===== src/rtl/rv_pkg.sv =====
`default_nettype none
// ============================================================================
//  Module      : rv_pkg
//  Description : Shared fetch/decode definitions: default datapath width,
//                PC increment, reset PC and the {pc, inst} queue entry.
//  Revision    : 1.0 - initial release
// ============================================================================
package rv_pkg;

    localparam int              XLEN             = 32;
    localparam int              INC_BYTES        = 4;
    localparam logic [XLEN-1:0] RESET_PC_DEFAULT = 32'h0000_0000;

    // One fetched instruction together with the address it was fetched from.
    typedef struct packed {
        logic [XLEN-1:0] pc;
        logic [XLEN-1:0] inst;
    } fetch_entry_t;

endpackage
`default_nettype wire


===== src/rtl/rv_fetch_unit_if.sv =====
`default_nettype none
// ============================================================================
//  Module      : rv_fetch_unit_if
//  Description : Fetch-stage bundle: redirect input, instruction-memory
//                request/response channel and the decode-side handshake.
//                master = fetch unit, slave = surrounding core / memory.
//  Revision    : 1.0 - initial release
// ============================================================================
interface rv_fetch_unit_if
    import rv_pkg::*;
#(
    parameter int WIDTH = XLEN
);

    logic             redirect_valid;
    logic [WIDTH-1:0] redirect_pc;

    logic             imem_req_valid;
    logic             imem_req_ready;
    logic [WIDTH-1:0] imem_req_addr;
    logic             imem_rsp_valid;
    logic [WIDTH-1:0] imem_rsp_data;

    logic             inst_valid;
    logic             inst_ready;
    logic [WIDTH-1:0] inst_data;
    logic [WIDTH-1:0] inst_pc;

    logic             misaligned;

    modport master (
        input  redirect_valid, redirect_pc,
        input  imem_req_ready, imem_rsp_valid, imem_rsp_data,
        input  inst_ready,
        output imem_req_valid, imem_req_addr,
        output inst_valid, inst_data, inst_pc,
        output misaligned
    );

    modport slave (
        output redirect_valid, redirect_pc,
        output imem_req_ready, imem_rsp_valid, imem_rsp_data,
        output inst_ready,
        input  imem_req_valid, imem_req_addr,
        input  inst_valid, inst_data, inst_pc,
        input  misaligned
    );

endinterface
`default_nettype wire


===== src/rtl/rv_prefetch_fifo.sv =====
`default_nettype none
// ============================================================================
//  Module      : rv_prefetch_fifo
//  Description : Synchronous DEPTH-entry FIFO with push, pop and flush.
//                Head data is read straight from the storage array so a
//                written entry is visible the cycle after the push.
//  Revision    : 1.0 - initial release
// ============================================================================
module rv_prefetch_fifo
    import rv_pkg::*;
#(
    parameter int DEPTH  = 4,
    parameter int DATA_W = $bits(fetch_entry_t)
) (
    input  logic                   clk,
    input  logic                   rst,
    input  logic                   push,
    input  logic                   pop,
    input  logic                   flush,
    input  logic [DATA_W-1:0]      wdata,
    output logic [DATA_W-1:0]      rdata,
    output logic [$clog2(DEPTH):0] count,
    output logic                   full,
    output logic                   empty
);

    localparam int                 C_PTR_W = $clog2(DEPTH);
    localparam int                 C_CNT_W = C_PTR_W + 1;
    localparam logic [C_CNT_W-1:0] C_DEPTH = C_CNT_W'(DEPTH);

    logic [DATA_W-1:0]  r_mem [DEPTH];
    logic [C_PTR_W-1:0] r_rd_ptr;
    logic [C_PTR_W-1:0] r_wr_ptr;
    logic [C_CNT_W-1:0] r_count;
    logic               w_do_push;
    logic               w_do_pop;

    assign empty     = (r_count == '0);
    assign full      = (r_count == C_DEPTH);
    assign w_do_pop  = pop & ~empty;
    assign w_do_push = push & (~full | w_do_pop);
    assign rdata     = r_mem[r_rd_ptr];
    assign count     = r_count;

    // Pointer and occupancy bookkeeping; flush empties the queue in one edge.
    always_ff @(posedge clk) begin
        if (!rst || flush) begin
            r_rd_ptr <= '0;
            r_wr_ptr <= '0;
            r_count  <= '0;
        end else begin
            if (w_do_push) begin
                r_wr_ptr <= r_wr_ptr + C_PTR_W'(1);
            end
            if (w_do_pop) begin
                r_rd_ptr <= r_rd_ptr + C_PTR_W'(1);
            end
            r_count <= r_count + C_CNT_W'(w_do_push) - C_CNT_W'(w_do_pop);
        end
    end

    // Entry storage; contents need no reset since the count guards them.
    always_ff @(posedge clk) begin
        if (w_do_push) begin
            r_mem[r_wr_ptr] <= wdata;
        end
    end

endmodule
`default_nettype wire


===== src/rtl/rv_fetch_unit.sv =====
`default_nettype none
// ============================================================================
//  Module      : rv_fetch_unit
//  Description : Instruction-fetch stage. Owns the fetch PC, issues pipelined
//                requests to instruction memory limited by queue credits,
//                buffers {pc, inst} pairs in a prefetch FIFO and hands them to
//                decode. A redirect flushes the FIFO and marks every
//                in-flight response as stale.
//  Revision    : 1.0 - initial release
// ============================================================================
module rv_fetch_unit
    import rv_pkg::*;
#(
    parameter int               WIDTH    = XLEN,
    parameter int               DEPTH    = 4,
    parameter logic [WIDTH-1:0] RESET_PC = RESET_PC_DEFAULT,
    parameter int               INC      = INC_BYTES
) (
    input  logic            clk,
    input  logic            rst,
    rv_fetch_unit_if.master bus
);

    localparam int                 C_CNT_W      = $clog2(DEPTH) + 1;
    localparam int                 C_SUM_W      = C_CNT_W + 1;
    localparam int                 C_ENTRY_W    = 2 * WIDTH;
    localparam logic [WIDTH-1:0]   C_INC        = WIDTH'(INC);
    localparam logic [WIDTH-1:0]   C_ALIGN_MASK = WIDTH'(INC - 1);
    localparam logic [C_SUM_W-1:0] C_DEPTH_EXT  = C_SUM_W'(DEPTH);

    // r_rsp_pc is the address of the next response that will be kept; since
    // responses return in order and kept requests are sequential from the
    // last redirect target, a running counter replaces a per-request tag.
    logic [WIDTH-1:0]     r_fetch_pc;
    logic [WIDTH-1:0]     r_rsp_pc;
    logic [C_CNT_W-1:0]   r_outstanding;
    logic [C_CNT_W-1:0]   r_drop;
    logic                 r_misaligned;

    logic [C_CNT_W-1:0]   w_fifo_count;
    logic                 w_fifo_full;
    logic                 w_fifo_empty;
    logic [C_ENTRY_W-1:0] w_fifo_rdata;
    logic [C_ENTRY_W-1:0] w_fifo_wdata;

    logic [C_SUM_W-1:0]   w_occupancy;
    logic [C_CNT_W-1:0]   w_outstanding_nxt;
    logic [WIDTH-1:0]     w_redirect_target;
    logic                 w_redirect_misaligned;
    logic                 w_credit_ok;
    logic                 w_req_valid;
    logic                 w_fire;
    logic                 w_rsp;
    logic                 w_pop;
    logic                 w_push;
    logic                 w_redirect;

    // Credits are what is left after queued entries and requests still in
    // flight; the sum is one bit wider so it cannot wrap.
    assign w_occupancy = {1'b0, w_fifo_count} + {1'b0, r_outstanding};
    assign w_credit_ok = ~w_fifo_full & (w_occupancy < C_DEPTH_EXT);

    // Held low while reset is asserted; otherwise purely a function of state.
    assign w_req_valid = rst & w_credit_ok;
    assign w_fire      = w_req_valid & bus.imem_req_ready;
    assign w_rsp       = bus.imem_rsp_valid;
    assign w_redirect  = bus.redirect_valid;
    assign w_pop       = ~w_fifo_empty & bus.inst_ready;

    // Stale responses (drop > 0) and any response in a redirect cycle vanish.
    assign w_push = w_rsp & (r_drop == '0) & ~w_redirect;

    assign w_outstanding_nxt = r_outstanding + C_CNT_W'(w_fire) - C_CNT_W'(w_rsp);

    assign w_redirect_target     = bus.redirect_pc & ~C_ALIGN_MASK;
    assign w_redirect_misaligned = (bus.redirect_pc & C_ALIGN_MASK) != '0;

    assign w_fifo_wdata = {r_rsp_pc, bus.imem_rsp_data};

    rv_prefetch_fifo #(
        .DEPTH  (DEPTH),
        .DATA_W (C_ENTRY_W)
    ) u_prefetch_fifo (
        .clk   (clk),
        .rst   (rst),
        .push  (w_push),
        .pop   (w_pop),
        .flush (w_redirect),
        .wdata (w_fifo_wdata),
        .rdata (w_fifo_rdata),
        .count (w_fifo_count),
        .full  (w_fifo_full),
        .empty (w_fifo_empty)
    );

    // Fetch PC, response PC, in-flight/stale counters and misalignment flag.
    always_ff @(posedge clk) begin
        if (!rst) begin
            r_fetch_pc    <= RESET_PC;
            r_rsp_pc      <= RESET_PC;
            r_outstanding <= '0;
            r_drop        <= '0;
            r_misaligned  <= 1'b0;
        end else begin
            r_outstanding <= w_outstanding_nxt;
            r_misaligned  <= w_redirect & w_redirect_misaligned;
            if (w_redirect) begin
                // Everything still in flight after this edge, including a
                // request fired right now, belongs to the old path.
                r_fetch_pc <= w_redirect_target;
                r_rsp_pc   <= w_redirect_target;
                r_drop     <= w_outstanding_nxt;
            end else begin
                if (w_fire) begin
                    r_fetch_pc <= r_fetch_pc + C_INC;
                end
                if (w_push) begin
                    r_rsp_pc <= r_rsp_pc + C_INC;
                end
                if (w_rsp && (r_drop != '0)) begin
                    r_drop <= r_drop - C_CNT_W'(1);
                end
            end
        end
    end

    assign bus.imem_req_valid = w_req_valid;
    assign bus.imem_req_addr  = r_fetch_pc;
    assign bus.inst_valid     = ~w_fifo_empty;
    assign bus.inst_pc        = w_fifo_rdata[C_ENTRY_W-1:WIDTH];
    assign bus.inst_data      = w_fifo_rdata[WIDTH-1:0];
    assign bus.misaligned     = r_misaligned;

endmodule
`default_nettype wire


===== src/flat_wrapper.sv =====
// flat-port wrapper written by rule: the top's interface ports become plain ports
module rv_fetch_unit_flat import rv_pkg::*;
#(
    parameter int               WIDTH    = XLEN,
    parameter int               DEPTH    = 4,
    parameter logic [WIDTH-1:0] RESET_PC = RESET_PC_DEFAULT,
    parameter int               INC      = INC_BYTES
)
  (clk, rst, bus_redirect_valid, bus_redirect_pc, bus_imem_req_ready, bus_imem_rsp_valid, bus_imem_rsp_data, bus_inst_ready, bus_imem_req_valid, bus_imem_req_addr, bus_inst_valid, bus_inst_data, bus_inst_pc, bus_misaligned);
  rv_fetch_unit_if #(.WIDTH(WIDTH)) bus_i ();
  input  logic clk;
  input  logic rst;
  input wire logic [$bits(bus_i.redirect_valid)-1:0] bus_redirect_valid;
  input wire logic [$bits(bus_i.redirect_pc)-1:0] bus_redirect_pc;
  input wire logic [$bits(bus_i.imem_req_ready)-1:0] bus_imem_req_ready;
  input wire logic [$bits(bus_i.imem_rsp_valid)-1:0] bus_imem_rsp_valid;
  input wire logic [$bits(bus_i.imem_rsp_data)-1:0] bus_imem_rsp_data;
  input wire logic [$bits(bus_i.inst_ready)-1:0] bus_inst_ready;
  output wire logic [$bits(bus_i.imem_req_valid)-1:0] bus_imem_req_valid;
  output wire logic [$bits(bus_i.imem_req_addr)-1:0] bus_imem_req_addr;
  output wire logic [$bits(bus_i.inst_valid)-1:0] bus_inst_valid;
  output wire logic [$bits(bus_i.inst_data)-1:0] bus_inst_data;
  output wire logic [$bits(bus_i.inst_pc)-1:0] bus_inst_pc;
  output wire logic [$bits(bus_i.misaligned)-1:0] bus_misaligned;
  assign bus_i.redirect_valid = bus_redirect_valid;
  assign bus_i.redirect_pc = bus_redirect_pc;
  assign bus_i.imem_req_ready = bus_imem_req_ready;
  assign bus_i.imem_rsp_valid = bus_imem_rsp_valid;
  assign bus_i.imem_rsp_data = bus_imem_rsp_data;
  assign bus_i.inst_ready = bus_inst_ready;
  assign bus_imem_req_valid = bus_i.imem_req_valid;
  assign bus_imem_req_addr = bus_i.imem_req_addr;
  assign bus_inst_valid = bus_i.inst_valid;
  assign bus_inst_data = bus_i.inst_data;
  assign bus_inst_pc = bus_i.inst_pc;
  assign bus_misaligned = bus_i.misaligned;
  rv_fetch_unit #(.WIDTH(WIDTH), .DEPTH(DEPTH), .RESET_PC(RESET_PC), .INC(INC)) u_core (.clk(clk), .rst(rst), .bus(bus_i));
endmodule

===== config.mk =====
export PLATFORM = sky130hd
export DESIGN_NAME = rv_fetch_unit_flat
export DESIGN_NICKNAME = d
export VERILOG_FILES = /design/src/rtl/rv_pkg.sv /design/src/rtl/rv_fetch_unit_if.sv /design/src/rtl/rv_prefetch_fifo.sv /design/src/rtl/rv_fetch_unit.sv /design/src/flat_wrapper.sv
export SDC_FILE = /design/constraint.sdc
export NUM_CORES = 1
export LEC_CHECK = 0
export CORE_MARGIN = 5
export CORE_UTILIZATION = 59
export DETAILED_ROUTE_END_ITERATION = 10
export GPL_ROUTABILITY_DRIVEN = 1
export GPL_TIMING_DRIVEN = 0
export PLACE_DENSITY_LB_ADDON = 0.05
export SLEW_MARGIN = 20
export SYNTH_ARGS = -nofsm -noshare
export SYNTH_HDL_FRONTEND = slang
export SYNTH_SLANG_ARGS = --single-unit

===== constraint.sdc =====
create_clock -name clk -period 4.64 [get_ports clk]
set_input_delay 0.696 -clock clk [delete_from_list [all_inputs] [get_ports clk]]
set_output_delay 0.696 -clock clk [all_outputs]
set_load 0.05 [all_outputs]

==> results_tabular.tex, run 1 <==
\begin{tabular}{lr}
\hline
Metric & Value \\
\hline
\multicolumn{2}{l}{\textbf{Routing}} \\
\quad Routed via count divided by cell count & 6.05 \\
\quad Drt wl/cell & 22.3 microns \\
\quad Via count & 7885 \\
\quad Final Routed Wirelength & 29000 microns \\
\quad Total DRC errors in the routed layout & 0 \\
\quad First drt pass iteration count & 5 \\
\quad Initial DRC count & between 600 and 700 \\
\quad Number of antenna-violating nets in the routed design & 0 \\
\multicolumn{2}{l}{\textbf{Setup path}} \\
\quad Data arrival at the endpoint of the critical path & roughly 3500 ps \\
\quad Kind of end point of the critical path & output port \\
\quad End of the worst register-to-register path & u\_core.r\_drop[2]\$\_SDFFE\_PN0P\_ \\
\quad Logic depth of the worst register-to-register path & 9 \\
\quad Startpoint of the most critical register-to-register path & u\_core.u\_prefetch\_fifo.count[2]\$\_SDFF\_PP0\_ \\
\quad Crit path capture & bus\_inst\_pc[21] \\
\quad Crit path required time & about 4000 ps \\
\quad Reg2Reg Setup Slack & 1740 ps \\
\quad Largest fanout of any net on the critical path & 10 \\
\quad Kind of critical path & reg -> out \\
\quad Startpoint types & flip-flop \\
\multicolumn{2}{l}{\textbf{STA}} \\
\quad Setup repair after global routing missed its margin & false \\
\quad Final Critical Period & 4200 ps \\
\quad Relative slew slack & about 41\% \\
\quad Worst-margin pin slew & 878 ps \\
\quad Max Freq & roughly 0.24 GHz \\
\quad Final worst-path cycle share & 90.6\% \\
\quad Number of endpoints with negative hold slack in the final report & 0 \\
\quad Setup-failing EPs final & 0 \\
\quad Pins over their slew limit & 0 \\
\quad Worst clock skew & 16.2 ps \\
\quad Post-route worst setup slack & roughly 440 ps \\
\multicolumn{2}{l}{\textbf{Finish}} \\
\quad Signed area change from the synthesized netlist to the final layout & 24.2\% \\
\quad Number of filler instances in the final layout & between 1000 and 1500 \\
\quad Share of layout cells above drive strength 1 & roughly 13\% \\
\quad Number of nets in the layout & 1084 \\
\quad Post-route insts no fill & 1303 \\
\quad Diode insertion count for antenna repair & 0 \\
\multicolumn{2}{l}{\textbf{Die}} \\
\quad Die outline height & 158 microns \\
\quad Top-Level Pins & 169 \\
\quad Floorplan die width & $\sim$160 microns \\
\quad Die Outline Area & 24900 sq um \\
\quad Core footprint & 21600 sq um \\
\quad Starting density of the core & 59.5\% \\
\quad Number of core rows & 54 \\
\multicolumn{2}{l}{\textbf{Place}} \\
\quad Cell count after placement & 1246 \\
\quad Weighted congestion reported at the end of routability-driven placement & 0.874 \\
\quad Setup slack after placement & $\sim$880 ps \\
\quad I/O Buffers & 163 \\
\quad Detailed Place HPWL & 19700 microns \\
\multicolumn{2}{l}{\textbf{Status}} \\
\quad Status & completed \\
\multicolumn{2}{l}{\textbf{CTS}} \\
\quad CTS max path bufs & 3 \\
\quad H-tree levels & 1 \\
\quad Buffer count from post-CTS setup fixing & 0 \\
\quad TritonCTS Buffers & 31 \\
\quad Post-cts gate resize count & 0 \\
\quad Worst skew pair latency & around 540 ps \\
\quad CTS tree & done \\
\quad Post-CTS clock slew at the launch and capture registers of the worst setup and hold paths & 60 ps \\
\quad Root buffer cell & sky130\_fd\_sc\_hd\_\_clkbuf\_16 \\
\quad CTS sink count & 324 \\
\quad Number of hold buffers added after CTS & 0 \\
\multicolumn{2}{l}{\textbf{Min path}} \\
\quad Hold Path Class & reg -> reg \\
\multicolumn{2}{l}{\textbf{Logic synthesis}} \\
\quad Mapped Cells & 796 \\
\quad Cell area after synthesis & 12900 sq um \\
\quad Fraction of the yosys area taken by sequential cells & 69.7\% \\
\quad Yosys warnings & 0 \\
\quad Mean cell area of the mapped netlist & 16.2 sq um \\
\quad Share of flip-flops with an asynchronous set or reset & 0\% \\
\quad Number of synthesized register bits & 324 \\
\quad Count of distinct cell types in the synthesized netlist & 49 \\
\quad Count of flip-flops with a built-in enable after synthesis & roughly 250 \\
\quad Most used flip-flop cell after synthesis & sky130\_fd\_sc\_hd\_\_edfxtp\_1 \\
\multicolumn{2}{l}{\textbf{Global routing}} \\
\quad Total congestion overflow & 0 \\
\quad Tot GR Track Use & 23.5\% \\
\quad Via count of the first global-routing pass & about 8100 \\
\quad Largest net degree at the start of global routing & 49 \\
\quad Initial antenna violation count & 0 \\
\quad First-pass GRT wire length & $\sim$45000 microns \\
\multicolumn{2}{l}{\textbf{Power}} \\
\quad Leak & 5.11 nW \\
\quad Worst voltage drop across the vdd grid & 0.278 mV \\
\quad Power density of the placed cells & 434 nW/um\^{}2 \\
\multicolumn{2}{l}{\textbf{Flow run}} \\
\quad Max-cap violations & 0 \\
\hline
\end{tabular}
## power breakdown
group | internal (W) | switching [W]
sequential | 0.00328 | 0.000107
clock | 0.00144 | 0.00104
combinational | 0.000415 | 0.000663
## cell usage in the layout, fill, tap and decap left out, drive strengths merged, types with 3 or more instances in the layout
| cell type | n |
|---|---|
| edfxtp | 248 |
| clkdlybuf4s50 | 163 |
| dfxtp | 76 |
| mux4 | 62 |
| clkbuf | 59 |
| a21oi | 44 |
| xnor2 | 39 |
| o21ai | 37 |
| nand2 | 31 |
| inv | 24 |
| nor3 | 19 |
| clkinv | 18 |
| buf | 18 |
| nand4 | 17 |
| nand3 | 16 |
| a31oi | 15 |
| nor2 | 14 |
| ha | 13 |
| xor2 | 12 |
| and2 | 12 |
| nor4 | 11 |
| and3 | 9 |
| or4 | 9 |
| or3 | 7 |
| and4 | 7 |
| o31ai | 5 |
| conb | 4 |
| bufinv | 4 |
| nor4b | 3 |
## worst min-delay path by stage
| stage | from | endpoint | slack [ps] | depth (start not counted) |
|---|---|---|---|---|
| after detailed placement | u_core.bus.imem_req_addr[3]$_SDFFE_PN0P_ | u_core.bus.imem_req_addr[3]$_SDFFE_PN0P_ | 520 | 2 |
| after floorplan | u_core.r_rsp_pc[31]$_SDFFE_PN0P_ | u_core.u_prefetch_fifo.r_mem[0][63]$_DFFE_PP_ | 470 | 0 |
| after CTS | u_core.bus.imem_req_addr[3]$_SDFFE_PN0P_ | u_core.bus.imem_req_addr[3]$_SDFFE_PN0P_ | 530 | 2 |
| after global routing | u_core.r_rsp_pc[31]$_SDFFE_PN0P_ | u_core.u_prefetch_fifo.r_mem[3][63]$_DFFE_PP_ | 550 | 0 |
| after global placement | u_core.bus.imem_req_addr[3]$_SDFFE_PN0P_ | u_core.bus.imem_req_addr[3]$_SDFFE_PN0P_ | 500 | 2 |
| final | u_core.u_prefetch_fifo.r_rd_ptr[0]$_SDFFE_PP0P_ | u_core.u_prefetch_fifo.r_rd_ptr[0]$_SDFFE_PP0P_ | 540 | 2 |
## area by class of cell
class	instances	area, sq um	share of cell area (%)
clock inverters	24	224	1.40
multi-input cells	411	3660	22.9
repair buffers	167	1740	10.9
inverters	24	90.1	0.563
plain buffers	40	168	1.05
clock buffers	33	783	4.90
flip-flops and latches	324	8970	56.1
well taps	280	350	2.19
## cells in the mapped netlist (14+ instances only)
| master | count | share of area (%) |
|---|---|---|
| sky130_fd_sc_hd__dfxtp_1 | 76 | 12 |
| sky130_fd_sc_hd__mux4_2 | 62 | 11 |
| sky130_fd_sc_hd__nor3_1 | 19 | 0.74 |
| sky130_fd_sc_hd__xnor2_1 | 39 | 2.7 |
| sky130_fd_sc_hd__nand3_1 | 15 | 0.58 |
| sky130_fd_sc_hd__inv_1 | 23 | 0.67 |
| sky130_fd_sc_hd__nand2_1 | 31 | 0.90 |
| sky130_fd_sc_hd__a21oi_1 | 44 | 1.7 |
| sky130_fd_sc_hd__edfxtp_1 | 248 | 58 |
| sky130_fd_sc_hd__a31oi_1 | 15 | 0.73 |
| sky130_fd_sc_hd__o21ai_0 | 37 | 1.4 |
| sky130_fd_sc_hd__clkbuf_1 | 26 | 0.76 |
| sky130_fd_sc_hd__nand4_1 | 16 | 0.78 |
| sky130_fd_sc_hd__nor2_1 | 14 | 0.41 |
## kinds of logic after synthesis
logic type | after synthesis | share of synthesized area, %
XOR/XNOR | 51 | 3.47
flip-flops | 324 | 69.7
AND/OR/NAND/NOR | 166 | 7.42
AO/OA/AOI/OAI | 112 | 4.89
other | 1 | 0.0291
buffers and inverters | 64 | 2.00
adder cells (fa/ha/maj) | 15 | 1.57
multiplexers | 63 | 10.9
## critical path, stage by stage (launching register included)
cell,delay [ps]
sky130_fd_sc_hd__dfxtp_1,300
sky130_fd_sc_hd__clkbuf_1,590
sky130_fd_sc_hd__buf_1,730
sky130_fd_sc_hd__mux4_2,630
sky130_fd_sc_hd__clkdlybuf4s50_1,720
## flip-flops by register name (all words and copies together), names as in the netlist, named ones only
name	flops
u_core.u_prefetch_fifo.count	3
u_core.r_drop	3
u_core.r_outstanding	3
u_core.bus.imem_req_addr	30
u_core.bus.misaligned	1
u_core.u_prefetch_fifo.r_mem	248
u_core.u_prefetch_fifo.r_rd_ptr	2
u_core.u_prefetch_fifo.r_wr_ptr	2
u_core.r_rsp_pc	30
## through the flow
stage / setup TNS, ps / power [W] / hold WS (ps) / instance area, sq um / utilization, %
after floorplan: 0 / 0.00412 / 469 / 12900 / -
after global placement: -147090 / 0.00449 / 498 / 14900 / 68.7
after detailed placement: 0 / 0.00452 / 516 / 15000 / 69.3
after CTS: 0 / 0.00698 / 532 / 16000 / 74.0
after global routing: 0 / 0.00719 / 553 / 16000 / 74.0
final: 0 / 0.00695 / 538 / 16000 / 74.0
## metal layers
metal / GRT usage [%] / part of all wire, % / vias up
li1: - / - / 3530
met1: 33.7 / 41 / 3937
met2: 38.2 / 48 / 379
met3: 4.21 / 8.6 / 39
met4: 5.65 / 2.0 / 0
met5: 0 / 0 / -
No activity file was read; power rests on OpenSTA's default activity.
==> run 2, diff against run 1 <==
--- a/config.mk
+++ b/config.mk
@@ -5,6 +5,7 @@
 export SDC_FILE = /design/constraint.sdc
 export NUM_CORES = 1
 export LEC_CHECK = 0
+export CAP_MARGIN = 20
 export CORE_MARGIN = 5
 export CORE_UTILIZATION = 59
 export DETAILED_ROUTE_END_ITERATION = 10
==> results of run 2 <==
Same layout as run 1: the final DEF is identical, and so are final timing and power.
==> run 3, diff against run 2 <==
--- a/config.mk
+++ b/config.mk
@@ -9,7 +9,6 @@
 export CORE_MARGIN = 5
 export CORE_UTILIZATION = 59
 export DETAILED_ROUTE_END_ITERATION = 10
-export GPL_ROUTABILITY_DRIVEN = 1
 export GPL_TIMING_DRIVEN = 0
 export PLACE_DENSITY_LB_ADDON = 0.05
 export SLEW_MARGIN = 20
==> results of run 3 <==
Same layout as run 1: the final DEF is identical, and so are final timing and power.
